--- src/rtl/bcd_conv_responder.sv ---
// bcd_conv_responder: soc/eoc converter stand-in returning one BCD digit per request.
// Define BCD_CONV_LFSR_LATENCY_EN to stretch each conversion by a 3-bit LFSR value.
module bcd_conv_responder #(
   parameter int ACK_DELAY   = 1,
   parameter int CONV_CYCLES = 4,
   parameter int OFFSET      = 5,
   parameter int MULT        = 19,
   parameter int DIGIT       = 1
) (
   input  logic       clock,
   input  logic       reset,
   input  logic       soc,
   output logic       eoc,
   output logic [3:0] data,
   output logic [4:0] index,
   output logic       proto_err
);
   localparam logic [1:0] IDLE = 2'd0, ACK = 2'd1, BUSY = 2'd2, CONV = 2'd3;
   logic [1:0]  state;
   logic [8:0]  cnt;
   logic [8:0]  conv_len;
   logic [4:0]  idx;
   logic [15:0] v;
   logic [3:0]  digit;
   logic        done;
   assign done = state == CONV && cnt == 9'd0;
`ifdef BCD_CONV_LFSR_LATENCY_EN
   logic [2:0] lfsr;
   always_ff @(posedge clock)
      if (reset) lfsr <= 3'b001;
      else if (done) lfsr <= {lfsr[0] ^ lfsr[2], lfsr[2:1]};
   assign conv_len = 9'(CONV_CYCLES - 1) + {6'd0, lfsr};
`else
   assign conv_len = 9'(CONV_CYCLES - 1);
`endif
   always_comb begin
      v = ((16'(idx) + 16'(OFFSET)) * 16'(MULT)) % 16'd100;
      digit = DIGIT != 0 ? 4'(v / 16'd10) : 4'(v % 16'd10);
   end
   assign eoc = state == IDLE || state == ACK;
   always_ff @(posedge clock) begin
      if (reset) begin
         state     <= IDLE;
         cnt       <= 9'd0;
         idx       <= 5'd0;
         data      <= 4'd0;
         index     <= 5'd0;
         proto_err <= 1'b0;
      end else begin
         case (state)
            IDLE: if (soc) begin
               cnt   <= 9'(ACK_DELAY);
               state <= ACK_DELAY == 0 ? BUSY : ACK;
            end
            ACK: begin
               cnt <= cnt - 9'd1;
               if (!soc) proto_err <= 1'b1;
               if (cnt == 9'd1) state <= BUSY;
            end
            BUSY: if (!soc) begin
               cnt   <= conv_len;
               state <= CONV;
            end
            default: begin
               if (soc) proto_err <= 1'b1;
               if (done) begin
                  data  <= digit;
                  index <= idx;
                  idx   <= idx + 5'd1;
                  state <= IDLE;
               end else cnt <= cnt - 9'd1;
            end
         endcase
      end
   end
endmodule

--- config.mk ---
export PLATFORM = sky130hd
export DESIGN_NAME = bcd_conv_responder
export DESIGN_NICKNAME = d
export VERILOG_FILES = /design/src/rtl/bcd_conv_responder.sv
export SDC_FILE = /design/constraint.sdc
export NUM_CORES = 1
export LEC_CHECK = 0
export CORE_AREA = 2 2 83 85
export DETAILED_ROUTE_END_ITERATION = 8
export DIE_AREA = 0 0 85 87
export GPL_TIMING_DRIVEN = 0
export PLACE_DENSITY = 0.72
export SLEW_MARGIN = 20
export SYNTH_ARGS = -nofsm -noshare
export SYNTH_HDL_FRONTEND = slang
export SYNTH_SLANG_ARGS = --single-unit
--- constraint.sdc ---
create_clock -name clock -period 7.73 [get_ports clock]
set_clock_uncertainty 0.1 [all_clocks]
set_input_delay 1.1595 -clock clock [delete_from_list [all_inputs] [get_ports clock]]
set_output_delay 1.1595 -clock clock [all_outputs]
set_load 0.005 [all_outputs]
==> results.sh <==
export IMPL_async_flop_share_pct=0
export IMPL_vias_per_cell=6.20
export IMPL_post_dp_hpwl_um=5600
export IMPL_hold_path_class="reg2reg"
export IMPL_start_util_pct=47.7
export IMPL_clk_path_buf_depth=2
export IMPL_ant_nets=0
export IMPL_ctsResizeCount=0
export IMPL_grt_pass1_vias=2850
export IMPL_status="complete, no violations"
export IMPL_area_growth_pct=9.62
export IMPL_setup_ws_ps=558
export IMPL_drt_pass1_iter_count=4
export IMPL_cpMostUsedCell="ha_1"
export IMPL_core_area_um2=6570
export IMPL_io_buffers=13
export IMPL_path_cells="ha_1 -> o21ai_0 -> xnor2_1 -> ha_1 -> fa_1 -> ha_1 -> buf_2 -> nor2_2 -> o31a_4 -> xnor2_2 -> o211a_1 -> mux2i_1 -> o32a_1 -> o311a_1 -> buf_6 -> mux2i_4 -> a21oi_2 -> o41a_1 -> a21oi_2 -> mux2i_2 -> or3_1 -> o2111ai_1 -> a221o_1 -> a311oi_2"
export IMPL_postRouteWirelength_um=7230
export IMPL_syn_instance_count=394
export IMPL_gp_congestion=0.912
export IMPL_ios=14
export IMPL_layout_common_cells="42 x nor2_1, 32 x nand2_1, 31 x a21oi_1"
export IMPL_fillCellCount=616
export IMPL_irDropWorstVdd_mv=0.208
export IMPL_clk_latency_ps=270
export IMPL_crit_type="reg2reg"
export IMPL_arrival_ps=7260
export IMPL_post_cts_buffers=0
export IMPL_postSynthAreaPerCell_um2=7.96
export IMPL_grt_first_pass_wirelength_um=12600
export IMPL_cts_root_buf="clkbuf_8"
export IMPL_drv_cap=0
export IMPL_setup_tns_ps=0
export IMPL_num_rows=30
export IMPL_drc_errors=0
export IMPL_antenna_cells=0
export IMPL_final_common_cell="nor2_1"
export IMPL_netlist_area_um2=3140
export IMPL_worst_pin_slew_ps=753
export IMPL_cts_hold_fix_buffers=0
export IMPL_ys_warn_count=0
export IMPL_cp_data_required_time_ps=7820
export IMPL_die_h_um=87
export IMPL_vias=3044
export IMPL_dieArea_um2=7400
export IMPL_ys_seq_area_share_pct=16.6
export IMPL_rsz0062_at_grt="false"
export IMPL_ys_ff_latch=26
export IMPL_antenna_found_initial=0
export IMPL_maxSlewViolCount=0
export IMPL_p_total_mw=0.513
export IMPL_tritoncts="done"
export IMPL_cp_slowest_cell="o41a_1"
export IMPL_drt_iter0_drc=194
export IMPL_drive_above_1_share_pct=12.9
export IMPL_synth_edf_count=0
export IMPL_cts_buffers=3
export IMPL_fin_crit_sh_pct=92.8
export IMPL_grt_overflow=0
export IMPL_die_width_um=85
export IMPL_dp_slack_ps=651
export IMPL_clkSinkCount=26
export IMPL_hold_viol=0
export IMPL_slew_headroom_pct=49.3
export IMPL_grt_max_degree=16
export IMPL_cts_htree_levels=1
export IMPL_setup_viol=0
export IMPL_ys_flop_type="dfxtp_1"
export IMPL_synth_fp_nets=423
export IMPL_p_leak_nw=1.35
export IMPL_worstSetupStartpointType="flop"
export IMPL_critPathMaxStageDelay_ps=520
export IMPL_min_period_ps=7170
export IMPL_max_freq_ghz=0.139
export IMPL_critPathCaptureType="flop"
export IMPL_path_clk_slew_ps=80
export IMPL_layout_nets=441
export IMPL_crit_path_max_fanout=9
export IMPL_routedWlPerCell_um=14.7
export IMPL_power_density_nw_per_um2=149
export IMPL_synth_cell_types=85
export IMPL_gr_usage_all_layers_pct=20.0
## cells by family after synthesis
family                   synth area share [%]
AND/OR/NAND/NOR                          25.0
adder cells (fa/ha/maj)                  10.9
flip-flops                               16.6
XOR/XNOR                                 7.18
multiplexers                             2.95
buffers and inverters                    5.31
AO/OA/AOI/OAI                            32.1
## worst paths after layout
path                              start  slack, ps  depth (start not counted)               endpoint
setup / recovery    idx[1]$_SDFFE_PP0P_        560                         24   data[0]$_SDFFE_PP0P_
hold / removal    index[1]$_SDFFE_PP0P_        360                          2  index[1]$_SDFFE_PP0P_
setup reg to reg    idx[1]$_SDFFE_PP0P_        560                         24   data[0]$_SDFFE_PP0P_
hold reg to reg   index[1]$_SDFFE_PP0P_        360                          2  index[1]$_SDFFE_PP0P_
## layout make-up
class | count | area (um^2) | share of cell area, %
clock inverter | 1 | 30.0 | 0.874
timing repair buffer | 13 | 130 | 3.79
buffer | 17 | 110 | 3.20
tap | 80 | 100 | 2.91
clock buffer | 3 | 41.3 | 1.20
multi-input combinational | 336 | 2450 | 71.2
sequential | 26 | 520 | 15.1
inverter | 15 | 56.3 | 1.64
## cell usage after synthesis, types with 5 or more instances
| cell type | n | area share (%) |
|---|---|---|
| nor2_1 | 42 | 5.0 |
| nand2_1 | 32 | 3.8 |
| a21oi_1 | 31 | 4.9 |
| dfxtp_1 | 26 | 17 |
| ha_1 | 24 | 9.6 |
| inv_1 | 14 | 1.7 |
| xnor2_1 | 12 | 3.4 |
| o21ai_0 | 11 | 1.8 |
| nand3_1 | 10 | 1.6 |
| nor3_1 | 10 | 1.6 |
| xor2_1 | 10 | 2.8 |
| a21o_1 | 8 | 1.9 |
| nor4_1 | 8 | 1.6 |
| buf_2 | 7 | 1.1 |
| a21oi_2 | 6 | 1.7 |
| nand4_1 | 6 | 1.2 |
| a211oi_1 | 5 | 1.2 |
| and2_1 | 5 | 1.0 |
| o211ai_1 | 5 | 1.2 |
## sequential cells by signal, indices dropped and copies added (netlist names)
register,count
cnt,9
idx,5
index,5
data,4
state,2
proto_err,1
## metrics by stage
| step | cell area [um^2] | util (%) | instances | hold slack (ps) |
|---|---|---|---|---|
| 2_1_floorplan | 3140 | - | 394 | 348 |
| 3_3_place_gp | 3370 | 51.2 | 487 | 345 |
| 3_5_place_dp | 3370 | 51.2 | 487 | 349 |
| 4_1_cts | 3440 | 52.3 | 491 | 360 |
| 5_1_grt | 3440 | 52.3 | 491 | 382 |
| 6_report | 3440 | 52.3 | 491 | 358 |
## metal layers
layer | wire length, um | vias up | global-route usage, %
li1 | - | 1540 | -
met1 | 3490 | 1409 | 27.5
met2 | 3350 | 77 | 34.2
met3 | 272 | 18 | 1.14
met4 | 114 | 0 | 5.19
met5 | 0 | - | 0
## critical path, delay by kind of cell (launching register included)
kind	cells	cell delay, ps
and+or+nand+nor	2	280
adders and majority gates	4	1340
DFF	1	480
muxes	3	940
AOI/OAI and AO/OA	11	3000
buffers and inverters	2	340
xor gates and xnor gates	2	590
## power by group
group	internal, mW	switching, mW
Clock	0.0693	0.0425
Combinational	0.0972	0.114
Sequential	0.162	0.0278
Note: power is estimated with default switching activity, not from simulation.
